--- src/rtl/voice_scheduler.sv ---
// voice_scheduler: accepts note events over a valid/ready handshake and
// allocates each non-rest note to a free note_player voice. When every voice
// is busy, one is stolen in round-robin order. The scheduler drives the shared
// note/duration load bus, the one-hot load strobes and the bank-wide play
// enable, and it tracks which voices are occupied.
//
// Handshake: an event transfers on a clock edge where note_valid and
// note_ready are both high. note_ready is high exactly in ACCEPT. The data
// must be held stable while note_valid is high. The load strobe follows one
// cycle after the transfer, in LOAD, so the fastest rate is one note every
// two cycles.
module voice_scheduler #(
    parameter int NUM_VOICES = 3,
    parameter int NOTE_W     = 6,
    parameter int DUR_W      = 6
) (
    input  logic                  clk,
    input  logic                  reset,
    input  logic                  play,
    input  logic                  note_valid,
    output logic                  note_ready,
    input  logic [NOTE_W-1:0]     note_in,
    input  logic [DUR_W-1:0]      duration_in,
    input  logic [NUM_VOICES-1:0] voice_done,
    output logic                  play_enable,
    output logic [NUM_VOICES-1:0] load_new_note,
    output logic [NOTE_W-1:0]     note_to_load,
    output logic [DUR_W-1:0]      duration_to_load,
    output logic [NUM_VOICES-1:0] voice_busy,
    output logic                  all_idle
);

    localparam int PTR_W = (NUM_VOICES > 1) ? $clog2(NUM_VOICES) : 1;
    localparam logic [PTR_W-1:0] LAST_VOICE = PTR_W'(NUM_VOICES - 1);
    localparam logic [NUM_VOICES-1:0] ONE_HOT_0 = NUM_VOICES'(1);

    typedef enum logic [1:0] {
        PAUSED = 2'd0,
        ACCEPT = 2'd1,
        LOAD   = 2'd2
    } state_t;

    state_t                  state;
    logic [PTR_W-1:0]        steal_ptr;
    logic [PTR_W-1:0]        chosen;
    logic                    any_free;
    logic [NUM_VOICES-1:0]   busy_after_done;
    logic                    handshake;
    logic                    is_rest;

    assign note_ready = (state == ACCEPT);
    assign all_idle   = (voice_busy == '0);
    assign handshake  = note_valid && note_ready;
    assign is_rest    = (note_in == '0);

    // Pick the lowest free voice; a voice finishing this cycle counts as free.
    // Falls back to the round-robin steal pointer when every voice is busy.
    always_comb begin
        busy_after_done = voice_busy & ~voice_done;
        any_free        = 1'b0;
        chosen          = steal_ptr;
        for (int i = NUM_VOICES - 1; i >= 0; i--) begin
            if (!busy_after_done[i]) begin
                any_free = 1'b1;
                chosen   = PTR_W'(i);
            end
        end
    end

    // Control FSM with registered load bus, strobes and play enable.
    always_ff @(posedge clk) begin
        if (reset) begin
            state            <= PAUSED;
            play_enable      <= 1'b0;
            load_new_note    <= '0;
            note_to_load     <= '0;
            duration_to_load <= '0;
            steal_ptr        <= '0;
        end else begin
            load_new_note <= '0;
            case (state)
                PAUSED: begin
                    if (play) begin
                        state       <= ACCEPT;
                        play_enable <= 1'b1;
                    end
                end
                ACCEPT: begin
                    if (handshake) begin
                        state            <= LOAD;
                        play_enable      <= 1'b1;
                        note_to_load     <= note_in;
                        duration_to_load <= duration_in;
                        // A rest touches no voice, so it neither strobes nor steals.
                        if (!is_rest) begin
                            load_new_note <= ONE_HOT_0 << chosen;
                            if (!any_free) begin
                                steal_ptr <= (steal_ptr == LAST_VOICE) ? '0 : steal_ptr + 1'b1;
                            end
                        end
                    end else if (!play) begin
                        state       <= PAUSED;
                        play_enable <= 1'b0;
                    end
                end
                LOAD: begin
                    if (play) begin
                        state       <= ACCEPT;
                        play_enable <= 1'b1;
                    end else begin
                        state       <= PAUSED;
                        play_enable <= 1'b0;
                    end
                end
                default: begin
                    state       <= PAUSED;
                    play_enable <= 1'b0;
                end
            endcase
        end
    end

    // Occupancy: a load sets the bit and wins over a simultaneous done.
    always_ff @(posedge clk) begin
        if (reset) begin
            voice_busy <= '0;
        end else begin
            voice_busy <= (voice_busy & ~voice_done) | load_new_note;
        end
    end

endmodule

--- config.mk ---
export PLATFORM = sky130hd
export DESIGN_NAME = voice_scheduler
export DESIGN_NICKNAME = d
export VERILOG_FILES = /design/src/rtl/voice_scheduler.sv
export SDC_FILE = /design/constraint.sdc
export NUM_CORES = 1
export LEC_CHECK = 0
export CORE_MARGIN = 2
export CORE_UTILIZATION = 30
export DETAILED_ROUTE_END_ITERATION = 8
export PLACE_DENSITY = 0.67
export SLEW_MARGIN = 30
export SYNTH_ARGS = -nofsm -noshare
export SYNTH_HDL_FRONTEND = slang
export SYNTH_SLANG_ARGS = --single-unit
--- constraint.sdc ---
create_clock -name clk -period 2.16 [get_ports clk]
set_input_delay 0.324 -clock clk [delete_from_list [all_inputs] [get_ports clk]]
set_output_delay 0.324 -clock clk [all_outputs]
set_load 0.01 [all_outputs]
==> impl_metrics.ini, run 1 <==
[layout]
drive_above_1_share_pct = 9.66
diodes = 0
final_nets = 165
syn2layout_area_growth_pct = 48.9
multi_input_area_um2 = 435
fillers = 301
seq_area_um2 = 460
fin_area_um2 = 1380

[worst_setup_path]
reg2reg_from = state[0]
reg2reg_slack_ns = 0.83
worstPathRequired_ns = 1.84
crit_type = reg2out
cp_max_fo = 6
end_kind = output port
cp.arrival_ns = 1.43
worstSetupStartpointType = register
r2r-end = steal_ptr[0]
r2r_cells = 4

[pwr]
power_density_nw_per_um2 = 535
p_leak_nw = 0.493
vdd_drop_max_mv = 0.142

[timing]
final-hold-violation-count = 0
post-route-period-util_pct = 81.3
timing.hold.ws_ns = 0.461
slew_headroom_pct = 76.6
rsz0062_at_grt = false
slew_viol_final = 0
tightestPinTransition_ns = 0.349
clock_skew_ns = 0.00231
fmax_mhz = 569
layout_min_cycle_time_ns = 1.76
setup_viol = 0
fin_setup_tns_ns = 0

[global_route]
grt_max_degree = 15
grt_pass1_wl_mm = 3.29
antenna_found_initial = 0
grt_use_total_pct = 12.4
overflow = 0
grt_pass1_vias = 785

[drt]
ant_nets = 0
wirelength_mm = 2.14
drcViolationCount = 0
vias = 840
drtPass1Iterations = 4
drt_iter0_markers = 20
wl_per_cell_um = 12.0
vias_per_cell = 4.72

[placement]
place_congestion = 0.772
dpl_cell_area_um2 = 1350
place.detailed.hpwl_mm = 1.72
io_buffer_count = 39

[synthesis]
ys_ff_latch = 23
ys.warnings.count = 0
ys_seq_area_share_pct = 49.7
syn_area_um2 = 927
netlist_instances = 104
synth_cell_type_count = 31
syn-num-nets = 123
avgSynthCellArea_um2 = 8.91

[clocking]
cts_hold_buf = 0
cts_made_buffers = 3
cts_root_buf = clkbuf_4
clk_latency_ns = 0.31
cts.sinks = 23
tritoncts = yes
post_cts_buffers = 0
clkTransAtPathRegs_ns = 0.12
cts_resized = 0
cts_max_level = 1
clockBufferDepth = 2

[worst_hold_path]
hold_class = reg2reg
min_path_cells = 2
hold_start = note_to_load[4]
min_to = note_to_load[4]

[run]
maxCapViolCount = 0

[floorplanning]
ios = 40
start_util_pct = 30.9
core_area_um2 = 3000
dieArea_um2 = 3550
die-width_um = 59.6
chipHeight_um = 59.6
num_rows = 20

[run_status]
status = completed
-- worst max-delay path, cell delays in order (launching register included) --
cell             delay (ns)
dfxtp_1                0.37
nor3_1                 0.18
clkdlybuf4s50_1        0.58
-- layout make-up --
| cell class | instances | share of cell area [%] |
|---|---|---|
| multi-input cells | 74 | 31.6 |
| inverters | 3 | 0.816 |
| well taps | 33 | 2.99 |
| repair buffers | 41 | 29.4 |
| flip-flops and latches | 23 | 33.4 |
| clock buffers | 4 | 1.90 |
-- kinds of logic (layout without fill, tap and decap cells) --
group	after synthesis	after routing	share of synthesized area, %
compound gates	19	19	12.3
buf+inv	7	48	3.37
flops	23	23	49.7
mux	2	2	2.70
simple gates	53	53	32.0
-- stage by stage --
stage          cells  setup slack, ns  power (mW)  util (%)
5_1_grt          178            0.311       0.769      46.0
6_report         178            0.403       0.738      46.0
3_5_place_dp     174            0.320       0.555      45.1
3_3_place_gp     174            0.318       0.552      45.1
2_1_floorplan    104            0.903       0.489         -
4_1_cts          178            0.397       0.746      46.0
-- Yosys cell counts --
master,count,area [um2]
a21bo_4,1,16.3
and4_1,1,8.76
nor3_1,2,10.0
and2_4,1,8.76
nand2_1,27,101
a21oi_1,13,65.1
nand3_2,1,10.0
buf_4,1,7.51
nor4_1,1,6.26
nor4bb_2,1,16.3
a22oi_1,1,7.51
and4bb_4,1,16.3
nand3b_1,1,7.51
nand4_4,1,21.3
clkbuf_1,1,3.75
and2b_1,2,15.0
nor2_2,1,6.26
and3b_1,1,8.76
buf_2,1,5.00
o21ai_0,2,10.0
buf_1,1,3.75
mux2i_1,1,10.0
or3b_2,1,8.76
a31oi_1,1,6.26
nor2_1,7,26.3
nor2b_1,2,12.5
mux2_4,1,15.0
inv_1,3,11.3
a2bb2oi_1,1,8.76
nand2b_1,2,12.5
dfxtp_1,23,460
-- worst max-delay path by stage --
stage | from | end | slack, ns | cells after the start
after global placement | note_in[3] | steal_ptr[0] | 0.32 | 5
after detailed placement | note_in[3] | steal_ptr[0] | 0.32 | 5
after global routing | voice_busy[0] | all_idle | 0.31 | 2
final | voice_busy[0] | all_idle | 0.40 | 2
after CTS | voice_busy[0] | all_idle | 0.40 | 2
after floorplan | note_in[3] | steal_ptr[0] | 0.90 | 4
-- flip-flops by register name (all words and copies together) (netlist names) --
signal	cells
note_to_load	6
duration_to_load	6
play_enable	1
load_new_note	3
state	2
steal_ptr	2
voice_busy	3
-- power by group --
part	internal [mW]	switching (mW)	total, mW	leakage [nW]
clock network	0.0721	0.122	0.194	0.0150
registers	0.435	0.00658	0.442	0.187
logic	0.0626	0.0397	0.102	0.291
total	0.570	0.168	0.738	0.493
-- layer usage --
| metal | track usage (%) | routed length, um |
|---|---|---|
| met5 | 0 | 0 |
| met4 | 7.62 | 52 |
| met3 | 1.75 | 137 |
| met2 | 23.5 | 1080 |
| met1 | 12.6 | 863 |
-- layout by cell type, fill, tap and decap left out, types with 2 or more instances in the layout --
master,netlist,final
clkdlybuf4s50_1,0,39
nand2_1,27,27
dfxtp_1,23,23
a21oi_1,13,13
nor2_1,7,7
inv_1,3,3
clkbuf_4,0,3
and2b_1,2,2
nor3_1,2,2
nor2b_1,2,2
o21ai_0,2,2
nand2b_1,2,2
buf_4,1,2
No activity file was read; power rests on OpenSTA's default activity.
==> inputs of run 2 (changes only) <==
--- a/config.mk
+++ b/config.mk
@@ -8,7 +8,7 @@
 export CORE_MARGIN = 2
 export CORE_UTILIZATION = 30
 export DETAILED_ROUTE_END_ITERATION = 8
-export PLACE_DENSITY = 0.67
+export PLACE_DENSITY = 0.69
 export SLEW_MARGIN = 30
 export SYNTH_ARGS = -nofsm -noshare
 export SYNTH_HDL_FRONTEND = slang
==> constraint.sdc (replaced) <==
create_clock -name clk -period 1.54 [get_ports clk]
set_input_delay 0.231 -clock clk [delete_from_list [all_inputs] [get_ports clk]]
set_output_delay 0.231 -clock clk [all_outputs]
set_load 0.01 [all_outputs]
==> run 2 against run 1 <==
Combinational power increased by 45%. Sequential share of layout area decreased by 0.88 points. Final area increased by 3.3%. Clock skew about the same. Critical path depth decreased by 1. Final cell count increased by 3.4%. Largest power group unchanged. Non-clock buffer count increased by 6.
==> impl_metrics.ini, run 2 (synthesis gave the netlist of run 1 again) <==
[run_status]
status = completed

[timing]
slew_viol_final = 0
layout_min_cycle_time_ns = 1.47
rsz0062_at_grt = false
setup_viol = 0
tightestPinTransition_ns = 0.273
fmax_mhz = 679
slew_headroom_pct = 81.6
final-hold-violation-count = 0
timing.hold.ws_ns = 0.460
clock_skew_ns = 0.00267
post-route-period-util_pct = 95.7

[floorplanning]
num_rows = 20
chipHeight_um = 59.6
ios = 40
die-width_um = 59.6
dieArea_um2 = 3550
start_util_pct = 30.9
core_area_um2 = 3000

[clocking]
cts_max_level = 1
cts_root_buf = clkbuf_4
clkTransAtPathRegs_ns = 0.12
tritoncts = yes
clockBufferDepth = 2
cts.sinks = 23
clk_latency_ns = 0.30
cts_made_buffers = 3

[worst_setup_path]
worstSetupStartpointType = register
cp_num_cells = 1
cp_cell_sequence = clkdlybuf4s50_1
cp_max_fo = 4
cp_slowest_cell = clkdlybuf4s50_1
worstPathRequired_ns = 1.31
worst-path-buf-inv = 1
r2r_cells = 4
cp.arrival_ns = 1.24
critPathTopFamily = buffers and inverters
crit_type = reg2out
slowest_delay_ns = 0.56
end_kind = output port

[pwr]
vdd_drop_max_mv = 0.259
p_leak_nw = 0.524
power_density_nw_per_um2 = 731

[drt]
ant_nets = 0
wl_per_cell_um = 11.7
vias = 868
drtPass1Iterations = 4
drt_iter0_markers = 64
drcViolationCount = 0
vias_per_cell = 4.72
wirelength_mm = 2.15

[placement]
place_inst = 180
place_congestion = 0.776
io_buffer_count = 39
place.detailed.hpwl_mm = 1.67
dpl_cell_area_um2 = 1400

[layout]
reg_top3 = duration_to_load: 6 flops, note_to_load: 6 flops
fillers = 293
layout_common_cells = clkdlybuf4s50_1, nand2_1, dfxtp_1, a21oi_1, buf_4
final_common_cell = clkdlybuf4s50_1
instances_no_fill = 184
final_nets = 171
diodes = 0
syn2layout_area_growth_pct = 53.7
final_core_util_pct = 47.5
multi_input_area_um2 = 435
fin_area_um2 = 1430
drive_above_1_share_pct = 14.6
seq_area_um2 = 463

[worst_hold_path]
hold_class = in2reg
min_path_cells = 3

[global_route]
grt_max_degree = 15
grt_pass1_vias = 801
grt_pass1_wl_mm = 3.28
overflow = 0
grt_use_total_pct = 12.3
antenna_found_initial = 0

[run]
maxCapViolCount = 0
run 2: through the flow:
step	setup WS, ns	power (mW)	TNS (ns)
after floorplan	0.305	0.685	0
after global placement	-0.119	0.781	-0.166
after detailed placement	-0.133	0.784	-0.244
after CTS	0.0448	1.06	0
after global routing	0.0174	1.09	0
final	0.0664	1.04	0
run 2: cell type report:
class,instances,area share [%]
repair buffers,47,31.4
flip-flops and latches,23,32.5
clock buffers,4,1.84
multi-input cells,74,30.6
inverters,3,0.790
well taps,33,2.90
run 2: routing by layer:
layer / wire, um / global-route usage, % / share of wire [%] / vias up
met2: 1120 / 22.9 / 52 / 25
met4: 27 / 7.62 / 1.3 / 0
met5: 0 / 0 / 0 / -
met3: 112 / 1.75 / 5.2 / 2
met1: 884 / 12.8 / 41 / 403
li1: - / - / - / 438
run 2: worst paths after layout:
kind                       startpoint                   to  slack [ns]
setup / recovery        voice_busy[1]        voice_busy[1]        0.07
hold reg to reg   duration_to_load[5]  duration_to_load[5]        0.46
setup reg to reg        voice_busy[2]     load_new_note[1]        0.32
hold / removal         duration_in[5]  duration_to_load[5]        0.46
run 2: worst register-to-register path, delay by kind of cell, from the launching register on:
kind               cells  cell delay [ns]
AOI/OAI and AO/OA      1             0.16
DFF                    1             0.37
and+or+nand+nor        3             0.61
run 2: power breakdown:
group          switching, mW  internal (mW)  total [mW]
sequential           0.00930          0.611       0.620
combinational         0.0563         0.0919       0.148
clock                  0.173          0.101       0.274
run 2: timing repair:
item / 4_1_cts / 5_1_grt
setup endpoints to repair: 3 / 0
setup buffers: 0 / 0
resized for setup: 4 / 0
hold endpoints to repair: 0 / 0
hold buffers: 0 / 0
